--- config.mk ---
export PLATFORM = sky130hd
export DESIGN_NAME = gpr_wb_arbiter
export DESIGN_NICKNAME = d
export VERILOG_FILES = /design/src/rtl/gpr_wb_arbiter.sv
export SDC_FILE = /design/constraint.sdc
export NUM_CORES = 1
export LEC_CHECK = 0
export CAP_MARGIN = 20
export CORE_MARGIN = 1.5
export CORE_UTILIZATION = 40
export DETAILED_ROUTE_END_ITERATION = 12
export PLACE_DENSITY = 0.82
export SLEW_MARGIN = 10
export SYNTH_ARGS = -nofsm -noshare
export SYNTH_HDL_FRONTEND = slang
export SYNTH_SLANG_ARGS = --single-unit
--- constraint.sdc ---
create_clock -name clk -period 1.87 [get_ports clk]
set_input_delay 0.2805 -clock clk [delete_from_list [all_inputs] [get_ports clk]]
set_output_delay 0.2805 -clock clk [all_outputs]
set_load 0.02 [all_outputs]
--- src/rtl/gpr_wb_arbiter.sv ---
// Register-file write-side controller: round-robin merge of ALU and LSU writebacks onto
// one registered write port, plus a per-register busy scoreboard for RAW/WAW hazards.
module gpr_wb_arbiter #(
    parameter int ADDR_WIDTH = 5,
    parameter int DATA_WIDTH = 64
) (
    input  logic                  clk,
    input  logic                  rst_n,
    input  logic                  issue_valid,
    input  logic [ADDR_WIDTH-1:0] issue_rd,
    output logic                  issue_ready,
    input  logic                  alu_valid,
    input  logic [ADDR_WIDTH-1:0] alu_rd,
    input  logic [DATA_WIDTH-1:0] alu_data,
    output logic                  alu_ready,
    input  logic                  lsu_valid,
    input  logic [ADDR_WIDTH-1:0] lsu_rd,
    input  logic [DATA_WIDTH-1:0] lsu_data,
    output logic                  lsu_ready,
    output logic                  rf_wen,
    output logic [ADDR_WIDTH-1:0] rf_rd,
    output logic [DATA_WIDTH-1:0] rf_data,
    input  logic [ADDR_WIDTH-1:0] rs1,
    input  logic [ADDR_WIDTH-1:0] rs2,
    output logic                  rs1_busy,
    output logic                  rs2_busy,
    output logic                  wb_err
);

    localparam int NUM_REGS = 1 << ADDR_WIDTH;

    typedef enum logic {
        GRANT_ALU = 1'b0,
        GRANT_LSU = 1'b1
    } grant_e;

    grant_e                last_grant_q, last_grant_d;
    logic [NUM_REGS-1:0]   busy_q, busy_d;
    logic                  rf_wen_q, rf_wen_d;
    logic [ADDR_WIDTH-1:0] rf_rd_q, rf_rd_d;
    logic [DATA_WIDTH-1:0] rf_data_q, rf_data_d;
    logic                  wb_err_q, wb_err_d;

    logic                  grant_lsu;
    logic                  xfer;
    logic                  issue_fire;
    logic [ADDR_WIDTH-1:0] wb_rd;
    logic [DATA_WIDTH-1:0] wb_data;

    // With both sources pending, the one that did not win the last transfer goes first.
    always_comb begin
        grant_lsu = 1'b0;
        if (alu_valid && lsu_valid) begin
            grant_lsu = (last_grant_q == GRANT_ALU);
        end else begin
            grant_lsu = lsu_valid;
        end
    end

    assign alu_ready  = alu_valid && !grant_lsu;
    assign lsu_ready  = lsu_valid && grant_lsu;
    assign xfer       = alu_ready || lsu_ready;
    assign wb_rd      = grant_lsu ? lsu_rd : alu_rd;
    assign wb_data    = grant_lsu ? lsu_data : alu_data;

    assign issue_ready = (issue_rd == '0) || !busy_q[issue_rd];
    assign issue_fire  = issue_valid && issue_ready && (issue_rd != '0);

    assign rs1_busy = (rs1 != '0) && busy_q[rs1];
    assign rs2_busy = (rs2 != '0) && busy_q[rs2];

    always_comb begin
        busy_d       = busy_q;
        last_grant_d = last_grant_q;
        rf_wen_d     = xfer && (wb_rd != '0);
        rf_rd_d      = rf_rd_q;
        rf_data_d    = rf_data_q;
        wb_err_d     = wb_err_q;

        // Busy clears as the file is written, not at acceptance, so decode never sees stale data.
        if (rf_wen_q) begin
            busy_d[rf_rd_q] = 1'b0;
        end
        if (issue_fire) begin
            busy_d[issue_rd] = 1'b1;
        end

        if (xfer) begin
            last_grant_d = grant_lsu ? GRANT_LSU : GRANT_ALU;
            rf_rd_d      = wb_rd;
            rf_data_d    = wb_data;
            if ((wb_rd != '0) && !busy_q[wb_rd]) begin
                wb_err_d = 1'b1;
            end
        end

        busy_d[0] = 1'b0;
    end

    always_ff @(posedge clk or negedge rst_n) begin
        if (!rst_n) begin
            last_grant_q <= GRANT_ALU;
            busy_q       <= '0;
            rf_wen_q     <= 1'b0;
            rf_rd_q      <= '0;
            rf_data_q    <= '0;
            wb_err_q     <= 1'b0;
        end else begin
            last_grant_q <= last_grant_d;
            busy_q       <= busy_d;
            rf_wen_q     <= rf_wen_d;
            rf_rd_q      <= rf_rd_d;
            rf_data_q    <= rf_data_d;
            wb_err_q     <= wb_err_d;
        end
    end

    assign rf_wen  = rf_wen_q;
    assign rf_rd   = rf_rd_q;
    assign rf_data = rf_data_q;
    assign wb_err  = wb_err_q;

endmodule

==> summary.md <==
| Metric | Value |
|---|---|
| Status | complete, but fails checks |
| Violated checks | setup timing |
| Critical Path End Type | primary output |
| Worst relative slew slack | 68.46% |
| Via count of the first global-routing pass | 6090 |
| Capturing point of the worst reg2reg path | wb_err |
| Int Power | 6.263 mW |
| Synthesized net count | 734 |
| Number of I/O pins | 234 |
| Initial antenna violation count | 0 |
| Worst path top cell family by delay | multiplexers |
| Die area | 0.01567 mm2 |
| Non-filler cells, final | 1072 |
| Layout cells sized above 1 | 22.75% |
| TNS Setup | -2632 ps |
| Maximum vdd ir drop | 0.5860 mV |
| DRT Pass-1 Iters | 5 |
| Crit path required time | 1590 ps |
| Largest net degree at the start of global routing | 117 |
| First-pass GRT wire length | 33.24 mm |
| Die H | 125.2 um |
| Gr ovfl total | 0 |
| Worst Path Buf+Inv | 1 |
| Clock Skews | 8.457 ps |
| # clock sinks | 103 |
| Yosys warns | 0 |
| Most common cell after layout, fill and taps aside | clkdlybuf4s50_1 |
| Final Hold Fails | 0 |
| Number of remaining DRC errors | 0 |
| Worst-path clk slew | 70 ps |
| Final nets | 1042 |
| Max cap viols | 0 |
| Die width | 125.2 um |
| GRT Overall Usage | 27.41% |
| Clk buf depth | 2 |
| Hold Path Class | input pin to async pin |
| Clk_lat worst skew | 360 ps |
| ANT cells | 0 |
| Commonest cells after routing, fill and taps aside | clkdlybuf4s50_1, o21ai_0, buf_4, dfrtp_1, nand2_1 |
| LEAKAGE | 4.021 nW |
| Routed length per instance | 19.97 um |
| Comb power frac | 45.5% |
| Setup Viol. Count Final | 8 |
| Sequential share of the synthesized area | 43.17% |
| CTS tree | yes |
| Final core occ | 66.14% |
| Setup crit start kind | flip-flop |
| Max Freq | 404.8 MHz |
| Yosys cell types | 42 |
| Kind of critical path | flip-flop to primary output |
| Synth top area cells | dfrtp_1, mux4_2, mux2i_1, o21ai_0, nand2_1 |
| Register bit count reported by yosys | 103 |
| Final worst path period share | 132.1% |
| PortBufs | 233 |
| Sequential power share | 36.3% |
| Post-synth top area cell | dfrtp_1 |
| Starting density of the core | 41.08% |
| Final critical-path required period | 2471 ps |
| Areal power density over the cells | 1013 mW/mm2 |
| DP HPWL | 16.14 mm |
| Net Switching | 3.476 mW |
| Flop-to-flop setup slack | -260 ps |
| Initial DRC count | 476 |
| Arrival @ worst endpoint | 2190 ps |
| Critical-path cell list | mux4_2 -> mux4_2 -> mux2_4 -> buf_6 |
| Row count | 44 |
| DR vias | 6038 |
| DRT antenna net count | 0 |
| Slew Limit Fails | 0 |
| Via density | 5.632 |
| Top-area cell type share of the netlist area | 43.17% |
| Clock power frac | 18.3% |
| DP Cell Count | 1041 |
| Cells after Synth | 576 |
| Setup ws final | -600.6 ps |
| Post-Syn Area | 0.005971 mm2 |
| RSZ-0062 raised after global routing | true |
| Sw Share | 35.69% |
| Crit-path slowest cell | dfrtp_2 |
| Worst r2r src | busy_q[12] |
| Inserted Clock Buffers | 9 |
| Core area | 0.01453 mm2 |
| Clk root buf | clkbuf_16 |
| Cell mode on critical path | mux4_2 |
| GPL Wtd Cong | 1.036 |
| CP max stage delay | 480 ps |
| Crit Path Max Fanout | 5 |
| Area Growth Syn to Fin | 61.00% |
| Worst-margin pin slew | 461.2 ps |
| Avg Cell Area, Syn | 10.37 um2 |
| H-tree depth | 3 |
| DRT Wirelength | 21.40 mm |
| Reg2Reg Depth | 8 |
synthesized netlist by cell type:
| cell | n |
|---|---|
| or2_2 | 3 |
| or4_1 | 2 |
| clkinv_4 | 1 |
| o22ai_1 | 1 |
| nand3_1 | 4 |
| nor2_1 | 13 |
| o21a_1 | 2 |
| a211oi_1 | 9 |
| a21oi_1 | 7 |
| nor3_1 | 4 |
| mux2_2 | 4 |
| inv_1 | 5 |
| mux2i_4 | 1 |
| buf_6 | 2 |
| mux2i_1 | 73 |
| mux2i_2 | 1 |
| nor4b_1 | 1 |
| nor2b_1 | 6 |
| a2bb2oi_1 | 1 |
| or3_1 | 8 |
| a2111oi_0 | 2 |
| dfrtp_1 | 103 |
| nand2b_1 | 5 |
| o41ai_1 | 1 |
| o31ai_1 | 4 |
| a21bo_4 | 1 |
| buf_1 | 7 |
| a221o_1 | 1 |
| nand4_1 | 2 |
| a221oi_1 | 1 |
| buf_2 | 7 |
| a31oi_1 | 7 |
| buf_4 | 4 |
| o21ai_0 | 131 |
| or3b_2 | 2 |
| nand2_1 | 86 |
| a311o_1 | 1 |
| and2_1 | 2 |
| mux4_2 | 34 |
| nor4_1 | 2 |
| nand3b_1 | 5 |
| clkbuf_1 | 20 |
logic make-up (layout without fill, tap and decap cells):
group / Yosys count / after routing / share of synthesized area [%]
AO/OA/AOI/OAI: 169 / 169 / 15.63
buffers and inverters: 46 / 358 / 3.625
AND/OR/NAND/NOR: 145 / 145 / 11.15
multiplexers: 113 / 113 / 26.42
flip-flops: 103 / 103 / 43.17
through the flow:
step,power [mW],hold WS (ps),cell area [um2],setup WS [ps]
6_report,9.739,354.5,9613,-600.6
5_1_grt,10.20,355.3,9613,-658.5
4_1_cts,9.499,350.6,9514,-588.3
3_5_place_dp,7.480,184.1,9082,-1137
3_3_place_gp,7.389,184.3,9082,-1107
2_1_floorplan,5.225,-15.09,6035,-46.37
power by group through the flow:
stage	combinational [mW]	clock (mW)	sequential, mW
final	4.43	1.78	3.53
after detailed placement	3.97	0	3.51
after floorplan	1.75	0	3.48
after CTS	4.24	1.81	3.45
after global placement	3.88	0	3.51
after global routing	4.73	1.92	3.55
layer usage:
metal | vias up | routed length (um) | track usage (%) | share of wire [%]
li1 | 2751 | - | - | -
met1 | 2903 | 8519 | 34.99 | 40
met2 | 319 | 10110 | 43.72 | 47
met3 | 65 | 2031 | 9.200 | 9.5
met4 | 0 | 743 | 9.759 | 3.5
met5 | - | 0 | 0 | 0
sequential cells by signal, summed over array words and instances, names as in the netlist:
| name | count |
|---|---|
| busy_q | 31 |
| last_grant_q | 1 |
| wb_err | 1 |
| rf_wen | 1 |
| rf_data | 64 |
| rf_rd | 5 |
cell type report:
cell class	count	area, um2
clock buffers	9	225.2
clock inverters	6	46.29
fillers	1125	4921
inverters	6	27.53
multi-input cells	427	3257
flip-flops and latches	103	2596
well taps	184	230.2
repair buffers	337	3231
worst max-delay path by stage:
stage,start,endpoint,slack [ps],cells past startpoint
finish,busy_q[10],rs2_busy,-600,4
global route,busy_q[10],issue_ready,-660,7
CTS,busy_q[10],rs2_busy,-590,4
detailed placement,rs2[0],rs2_busy,-1140,6
global placement,issue_rd[0],issue_ready,-1110,8
floorplan,rs1[0],rs1_busy,-50,4
what timing repair did:
item | 4_1_cts | 5_1_grt
endpoints found under the setup margin | 20 | 25
pin swaps | 2 | 7
cloned | 1 | 0
hold endpoints to repair | 17 | 0
hold buffers | 1 | 0
buffers inserted | 11 | 3
resized for setup | 47 | 37
Note: power is estimated with default switching activity, not from simulation.
